`config.mk`:
```
export PLATFORM = sky130hd
export DESIGN_NAME = mem_stage_flat
export DESIGN_NICKNAME = d
export VERILOG_FILES = /design/src/rtl/mem_stage_if.sv /design/src/rtl/mem_stage.sv /design/src/flat_wrapper.sv
export SDC_FILE = /design/constraint.sdc
export NUM_CORES = 1
export LEC_CHECK = 0
export ABC_CLOCK_PERIOD_IN_PS = 1800
export BUFFER_PORTS_ARGS = -buffer_cell sky130_fd_sc_hd__buf_2
export CAP_MARGIN = 10
export CORE_ASPECT_RATIO = 0.75
export CORE_MARGIN = 2
export CORE_UTILIZATION = 35
export DETAILED_ROUTE_END_ITERATION = 10
export PLACE_DENSITY_LB_ADDON = 0.2
export SLEW_MARGIN = 20
export SYNTH_ARGS = -nofsm -noshare
export SYNTH_HDL_FRONTEND = slang
export SYNTH_SLANG_ARGS = --single-unit
export TNS_END_PERCENT = 5
```
`constraint.sdc`:
```
create_clock -name clk -period 1.8 [get_ports clk]
set_input_delay 0.36 -clock clk [delete_from_list [all_inputs] [get_ports clk]]
set_output_delay 0.36 -clock clk [all_outputs]
set_load 0.02 [all_outputs]
```
`src/rtl/mem_stage_if.sv`:
```
// Data-SRAM request/response bus between the MEM stage (master) and the data memory (slave).
// Uses a req/addr_ok handshake for requests and data_ok for responses.
interface mem_stage_if #(
    parameter int ADDR_W = 32
);
    logic              data_sram_req;
    logic              data_sram_wr;
    logic [3:0]        data_sram_wstrb;
    logic [ADDR_W-1:0] data_sram_addr;
    logic [31:0]       data_sram_wdata;
    logic              data_sram_addr_ok;
    logic              data_sram_data_ok;
    logic [31:0]       data_sram_rdata;

    modport master (
        output data_sram_req, data_sram_wr, data_sram_wstrb, data_sram_addr, data_sram_wdata,
        input  data_sram_addr_ok, data_sram_data_ok, data_sram_rdata
    );

    modport slave (
        input  data_sram_req, data_sram_wr, data_sram_wstrb, data_sram_addr, data_sram_wdata,
        output data_sram_addr_ok, data_sram_data_ok, data_sram_rdata
    );
endinterface

```
`src/rtl/mem_stage.sv`:
```
// MEM pipeline stage: issues data-SRAM loads/stores, forwards results to WB and the bypass unit.
// Optional stall counter on mem_stall_cnt is built when MEM_STALL_CNT_EN is defined.
module mem_stage #(
    parameter int ADDR_W = 32
) (
    input  logic         clk,
    input  logic         reset,
    input  logic         EX_to_MEM_valid,
    output logic         MEM_allow_in,
    input  logic [107:0] EX_to_MEM_bus,
    output logic         MEM_to_WB_valid,
    input  logic         WB_allow_in,
    output logic [110:0] MEM_to_WB_bus,
    output logic [39:0]  MEM_to_BY_bus,
    mem_stage_if.master  data_sram,
    output logic [31:0]  mem_stall_cnt
);

    typedef enum logic [1:0] {S_IDLE, S_REQ, S_WAIT, S_DONE} state_t;

    state_t        r_state;
    state_t        w_next_state;
    logic          r_valid;
    logic [107:0]  r_ex_bus;
    logic [31:0]   r_rdata;

    logic [2:0]    w_stage_valid;
    logic          w_rf_w_en;
    logic          w_is_load;
    logic          w_is_byte;
    logic          w_is_store;
    logic [4:0]    w_rf_w_addr;
    logic [31:0]   w_alu_result;
    logic [31:0]   w_store_data;
    logic [31:0]   w_inst_pc;

    logic          w_mem_op;
    logic          w_new_mem_op;
    logic          w_ready_go;
    logic          w_accept;
    logic [3:0]    w_lane;
    logic [3:0]    w_b_en;
    logic [31:0]   w_r_data;
    logic          w_data_valid;

    assign {w_stage_valid, w_rf_w_en, w_is_load, w_is_byte, w_is_store,
            w_rf_w_addr, w_alu_result, w_store_data, w_inst_pc} = r_ex_bus;

    assign w_mem_op        = w_is_load | w_is_store;
    assign w_new_mem_op    = EX_to_MEM_bus[103] | EX_to_MEM_bus[101];
    assign w_ready_go      = ~w_mem_op | (r_state == S_DONE);
    assign MEM_allow_in    = ~r_valid | (w_ready_go & WB_allow_in);
    assign MEM_to_WB_valid = r_valid & w_ready_go;
    assign w_accept        = EX_to_MEM_valid & MEM_allow_in;

    // NOTE: sequential state uses non-blocking assignments so every flop samples pre-edge values.
    always_ff @(posedge clk) begin
        if (reset) begin
            r_valid  <= 1'b0;
            r_ex_bus <= '0;
            r_rdata  <= '0;
        end else begin
            if (MEM_allow_in) r_valid <= EX_to_MEM_valid;
            if (w_accept) r_ex_bus <= EX_to_MEM_bus;
            if (r_state == S_WAIT && data_sram.data_sram_data_ok && w_is_load)
                r_rdata <= data_sram.data_sram_rdata;
        end
    end

    always_ff @(posedge clk) begin
        if (reset) r_state <= S_IDLE;
        else       r_state <= w_next_state;
    end

    // A newly accepted instruction always decides the next state; data_ok outside S_WAIT is ignored.
    always_comb begin
        // NOTE: default first so no path through the case leaves w_next_state unassigned (no latch).
        w_next_state = r_state;
        case (r_state)
            S_REQ:   if (data_sram.data_sram_addr_ok) w_next_state = S_WAIT;
            S_WAIT:  if (data_sram.data_sram_data_ok) w_next_state = S_DONE;
            S_DONE:  if (MEM_to_WB_valid & WB_allow_in) w_next_state = S_IDLE;
            default: w_next_state = r_state;
        endcase
        if (w_accept) w_next_state = w_new_mem_op ? S_REQ : S_IDLE;
    end

    assign w_lane       = 4'b0001 << w_alu_result[1:0];
    assign w_b_en       = w_is_byte ? w_lane : 4'hF;
    assign w_r_data     = w_is_load ? r_rdata : 32'd0;
    assign w_data_valid = r_valid & ~w_is_load & (w_stage_valid[0] | w_stage_valid[1]);

    // Request fields come straight from the held instruction, so they stay stable while addr_ok is low.
    assign data_sram.data_sram_req   = (r_state == S_REQ);
    assign data_sram.data_sram_wr    = w_is_store;
    assign data_sram.data_sram_wstrb = w_is_store ? w_b_en : 4'h0;
    assign data_sram.data_sram_addr  = {w_alu_result[ADDR_W-1:2], 2'b00};
    assign data_sram.data_sram_wdata = ~w_is_store ? 32'd0
                                     : (w_is_byte ? {4{w_store_data[7:0]}} : w_store_data);

    assign MEM_to_WB_bus = {w_stage_valid, w_rf_w_en, w_is_load, w_is_byte, w_b_en,
                            w_r_data, w_rf_w_addr, w_alu_result, w_inst_pc};
    assign MEM_to_BY_bus = {w_rf_w_addr, w_alu_result, w_data_valid, r_valid, w_rf_w_en};

`ifdef MEM_STALL_CNT_EN
    logic [31:0] r_stall_cnt;

    always_ff @(posedge clk) begin
        if (reset)                          r_stall_cnt <= 32'd0;
        else if (r_valid & ~MEM_allow_in)   r_stall_cnt <= r_stall_cnt + 32'd1;
    end

    assign mem_stall_cnt = r_stall_cnt;
`else
    assign mem_stall_cnt = 32'd0;
`endif

endmodule
```
`src/flat_wrapper.sv`:
```
// flat-port wrapper written by rule: the top's interface ports become plain ports
module mem_stage_flat 
#(
    parameter int ADDR_W = 32
)
  (clk, reset, EX_to_MEM_valid, MEM_allow_in, EX_to_MEM_bus, MEM_to_WB_valid, WB_allow_in, MEM_to_WB_bus, MEM_to_BY_bus, mem_stall_cnt, data_sram_data_sram_req, data_sram_data_sram_wr, data_sram_data_sram_wstrb, data_sram_data_sram_addr, data_sram_data_sram_wdata, data_sram_data_sram_addr_ok, data_sram_data_sram_data_ok, data_sram_data_sram_rdata);
  mem_stage_if #(.ADDR_W(ADDR_W)) data_sram_i ();
  input  logic clk;
  input  logic reset;
  input  logic EX_to_MEM_valid;
  output logic MEM_allow_in;
  input  logic [107:0] EX_to_MEM_bus;
  output logic MEM_to_WB_valid;
  input  logic WB_allow_in;
  output logic [110:0] MEM_to_WB_bus;
  output logic [39:0] MEM_to_BY_bus;
  output logic [31:0] mem_stall_cnt;
  output wire logic [$bits(data_sram_i.data_sram_req)-1:0] data_sram_data_sram_req;
  output wire logic [$bits(data_sram_i.data_sram_wr)-1:0] data_sram_data_sram_wr;
  output wire logic [$bits(data_sram_i.data_sram_wstrb)-1:0] data_sram_data_sram_wstrb;
  output wire logic [$bits(data_sram_i.data_sram_addr)-1:0] data_sram_data_sram_addr;
  output wire logic [$bits(data_sram_i.data_sram_wdata)-1:0] data_sram_data_sram_wdata;
  input wire logic [$bits(data_sram_i.data_sram_addr_ok)-1:0] data_sram_data_sram_addr_ok;
  input wire logic [$bits(data_sram_i.data_sram_data_ok)-1:0] data_sram_data_sram_data_ok;
  input wire logic [$bits(data_sram_i.data_sram_rdata)-1:0] data_sram_data_sram_rdata;
  assign data_sram_data_sram_req = data_sram_i.data_sram_req;
  assign data_sram_data_sram_wr = data_sram_i.data_sram_wr;
  assign data_sram_data_sram_wstrb = data_sram_i.data_sram_wstrb;
  assign data_sram_data_sram_addr = data_sram_i.data_sram_addr;
  assign data_sram_data_sram_wdata = data_sram_i.data_sram_wdata;
  assign data_sram_i.data_sram_addr_ok = data_sram_data_sram_addr_ok;
  assign data_sram_i.data_sram_data_ok = data_sram_data_sram_data_ok;
  assign data_sram_i.data_sram_rdata = data_sram_data_sram_rdata;
  mem_stage #(.ADDR_W(ADDR_W)) u_core (.clk(clk), .reset(reset), .EX_to_MEM_valid(EX_to_MEM_valid), .MEM_allow_in(MEM_allow_in), .EX_to_MEM_bus(EX_to_MEM_bus), .MEM_to_WB_valid(MEM_to_WB_valid), .WB_allow_in(WB_allow_in), .MEM_to_WB_bus(MEM_to_WB_bus), .MEM_to_BY_bus(MEM_to_BY_bus), .data_sram(data_sram_i), .mem_stall_cnt(mem_stall_cnt));
endmodule
```
# [After elaboration in Yosys (flattened, before gate mapping)]
# Cells that the tools add are included.
[totals] register_bits=143 wordCells=40
[op_classes] eq_ne=6 shifts=1 mux=11 n_bitwise=14 reduce_logical=4
[ops] cell="$mux W32" count=3
[ops] cell="$mux W2" count=4
[ops] cell="$mux W4" count=2
[ops] cell="$and A1 B1 Y1" count=6
[ops] cell="$ne A3 B2 Y1 const B" count=2
[ops] cell="$pmux W2 S3" count=1
[ops] cell="$or A1 B1 Y1" count=5
[ops] cell="$eq A2 B2 Y1 const B" count=2
[ops] cell="$reduce_and A4 Y1" count=1
[ops] cell="$reduce_bool A4 Y1" count=1
[ops] cell="$shl A1 B2 Y4 const A" count=1
[ops] cell="$ne A3 B1 Y1 const B" count=1
[ops] cell="$not A1 Y1" count=3
[ops] cell="$eq A2 B1 Y1 const B" count=1
[ops] cell="$logic_and A1 B1 Y1" count=2
[ops] cell="$mux W1" count=1

# [Depth between registers and ports, before layout]
[logic_depth] ltp_word=8 mapped_depth=6 depth_no_buf=3

# [Worst setup path before layout]
# Ideal clock, no wire load.
[synth_timing] kind="register -> output" startpoint="reg u_core.r_ex_bus[101]" endpoint="out data_sram_data_sram_wdata[13]" arrival_time_ns=1.484 t_required_ns=1.440 path_slack_ns=-0.044 path_stages_with_launch=4 cell_sequence="dfxtp_1 clkbuf_1 clkbuf_1 a21boi_0"
[synth_between] elab_chain_len=1
[synth_lines] item="start, declared" line="mem_stage.sv:24" rtl="logic [107:0] r_ex_bus;"
[synth_lines] item="start signal, assigned" line="mem_stage.sv:64" rtl="if (w_accept) r_ex_bus <= EX_to_MEM_bus;"
[synth_lines] item="$mux W32" line="mem_stage.sv:98" rtl="assign data_sram.data_sram_wdata = ~w_is_store ? 32'd0"
[synth_lines] item="end, declared" line="flat_wrapper.sv:22" rtl="output wire logic [$bits(data_sram_i.data_sram_wdata)-1:0] data_sram_data_sram_wdata;"
# No other way between the ends.

# [Final worst setup path]
[layout_timing] startpoint="reg u_core.r_ex_bus[102]" endpoint="out data_sram_data_sram_wdata[27]"
[layout_between] elab_chain_len=2
[layout_lines] item="$mux W32" line="mem_stage.sv:99" rtl=": (w_is_byte ? {4{w_store_data[7:0]}} : w_store_data);"
[layout_lines] item="$mux W32" line="mem_stage.sv:98"
# No other way between the ends.

==> reports/metrics.yaml <==
global_route:
  grt_max_degree: 64
  grt_first_pass_wirelength_um: 31510
  antenna_found_initial: 4
  grt_pass1_vias: 5763
  grt_use_total_pct: 16.14
  overflow: 0
yosys:
  ys_ff_latch: 143
  synth_warnings: 0
  synth_area_um2: 8178
  postSynthAreaPerCell_um2: 8.793
  syn_inst: 930
  post_synth_num_cell_types: 24
  synth_seq_area_share_pct: 35.01
power_and_ir_drop:
  ir_worst_vdd_v: 0.0006702
  power_mw: 8.787
  pwr_density_cell_nw_per_um2: 896.9
  leakagePower_nw: 4.824
clocking:
  cts_setup_buffers: 0
  cts_num_sinks: 143
  cts_max_path_buffers: 2
  cts_tree: "yes"
  clock_latency_ns: 0.42
  root_buffer: "clkbuf_16"
  cts_made_buffers: 17
  path_clk_slew_ns: 0.07
  h-tree-depth: 4
layout:
  finalInstanceArea_um2: 9797
  layout_common_cells: "buf_2, nand2b_1, dfxtp_1"
  stdcell_count: 1441
  syn_to_final_growth_pct: 19.80
  fin_util_pct: 42.59
  nNetsFinal: 1273
  layout_commonest_cell: "buf_2"
  drive_gt1_share_pct: 37.81
sta:
  setup_tns_ns: 0
  clock_skew_ns: 0.01167
  fin_hold_ws_ns: 0.1677
  period_share_pct: 99.22
  fmax_mhz: 559.9
  postLayoutSetupSlackWorst_ns: 0.01397
  final-max-slew-violation-count: 0
  layout_min_cycle_time_ns: 1.786
  setup_viol: 0
  final_hold_viol_count: 0
  rsz0062_at_grt: "true"
critical_path:
  worstPathCellList: "buf_4 > nand2_1 > a21boi_1 > buf_4"
  path_max_fanout: 5
  crit_path_end_kind: "primary output"
  r2r-start: "u_core.r_ex_bus[103]"
  critPathLaunchType: "flip-flop"
  cpLargestDelayFamily: "flip-flops"
  timing.critical_path.mode_cell: "buf_4"
  crit_arrival_ns: 1.43
  path_class: "reg -> out"
  crit_start: "u_core.r_ex_bus[102]"
  cp.required_ns: 1.44
  slowest_stage: "dfxtp_4"
  worst-path-buf-inv: 2
  critical_path.max_stage_delay_ns: 0.38
floorplanning:
  core_um2: 23000
  dieArea_um2: 24620
  die_h_um: 136.4
  num_io_pins: 401
  dieWidth_um: 180.5
  initial_core_util_pct: 35.55
  fp-row-count: 48
routing:
  drc: 0
  drtIter0Drc: 182
  via_count: 6206
  wl_per_cell_um: 14.47
  postRouteAntennaNets: 0
  routed_wl_um: 20850
  dr.pass1.iters: 5
  viasPerCell: 4.307
hold_path:
  holdCritStartpoint: "data_sram_data_sram_rdata[19]"
  holdCritPathClass: "in -> reg"
placement:
  gp_congestion: 0.7965
  pre_cts_ws_ns: 0.3171
  dp_hpwl_um: 15230
  portBuffers: 366
  placed_cells: 1407
  dpl_cell_area_um2: 9086
flow_run:
  drv_cap: 0
outcome:
  status: "complete, no violations"
registers in the layout, indices dropped and copies added, names as in the netlist:
register,cells
u_core.r_ex_bus,108
u_core.r_rdata,32
u_core.r_state,2
u_core.r_valid,1
layout make-up:
| type | count | area (um2) |
|---|---|---|
| clock buffer | 18 | 439.2 |
| sequential | 143 | 2872 |
| timing repair buffer | 383 | 2163 |
| tap | 300 | 375.4 |
| inverter | 4 | 15.01 |
| clock inverter | 14 | 141.4 |
| multi-input combinational | 578 | 3789 |
| fill | 2384 | 13210 |
| antenna | 1 | 2.502 |
routing by layer:
layer	up-vias	part of all wire [%]	routed length (um)	GRT usage, %
met3	25	6.7	1390	4.956
met1	2845	44	9142	19.87
met5	-	0.17	35	0
met4	6	1.3	274	4.615
li1	3129	-	-	-
met2	201	48	10010	27.35
Yosys cell counts, drive strengths merged:
master	n	area, um2
nand2b	241	1508
nand2	73	274.0
and4b	1	10.01
inv	4	15.01
a21boi	24	180.2
a21oi	35	175.2
nand4b	1	8.760
a41o	1	10.01
clkbuf	40	150.1
nor3b	2	15.01
conb	1	3.750
o22a	1	8.760
dfxtp	143	2863
nor2	3	11.26
and2	44	275.3
mux2i	108	1081
buf	198	1520
o21ai	6	30.03
mux2	1	11.26
nor2b	2	12.51
a2bb2oi	1	15.01
worst reg2reg max path, delay by kind of cell (launching register included):
family	cells	cell delay [ns]
flops	1	0.41
mux	1	0.24
compound gates	2	0.46
buf+inv	1	0.34
power by group:
group | leakage, nW | internal (mW) | switching [mW]
clock network | 0.285 | 1.89 | 1.61
registers | 1.18 | 3.37 | 0.170
logic | 3.36 | 0.736 | 1.01
total | 4.82 | 6.00 | 2.79
cells by family (layout without fill, tap and decap cells):
family          after synthesis  count (layout)  share of synthesized area, %
simple gates                367             367                         25.86
buf+inv                     242             419                         20.61
flops                       143             143                         35.01
mux                         109             109                         13.36
compound gates               68              68                         5.126
other cells                   1              35                       0.04586
path summary, 6_finish.rpt:
kind / depth (start not counted) / endpoint / slack, ns
worst max-delay path: 4 / data_sram_data_sram_wdata[27] / 0.01
worst max register to register: 4 / u_core.r_ex_bus[51] / 0.28
worst min register to register: 2 / u_core.r_rdata[23] / 0.45
worst min-delay path: 3 / u_core.r_rdata[19] / 0.17
repair_timing:
action | 4_1_cts | 5_1_grt
hold buffers | 0 | 0
endpoints found under the hold margin | 0 | 0
cloned | 1 | 0
setup endpoints to repair | 60 | 52
gates resized for setup | 33 | 39
pin swaps | 0 | 18
Note: power is estimated with default switching activity, not from simulation.
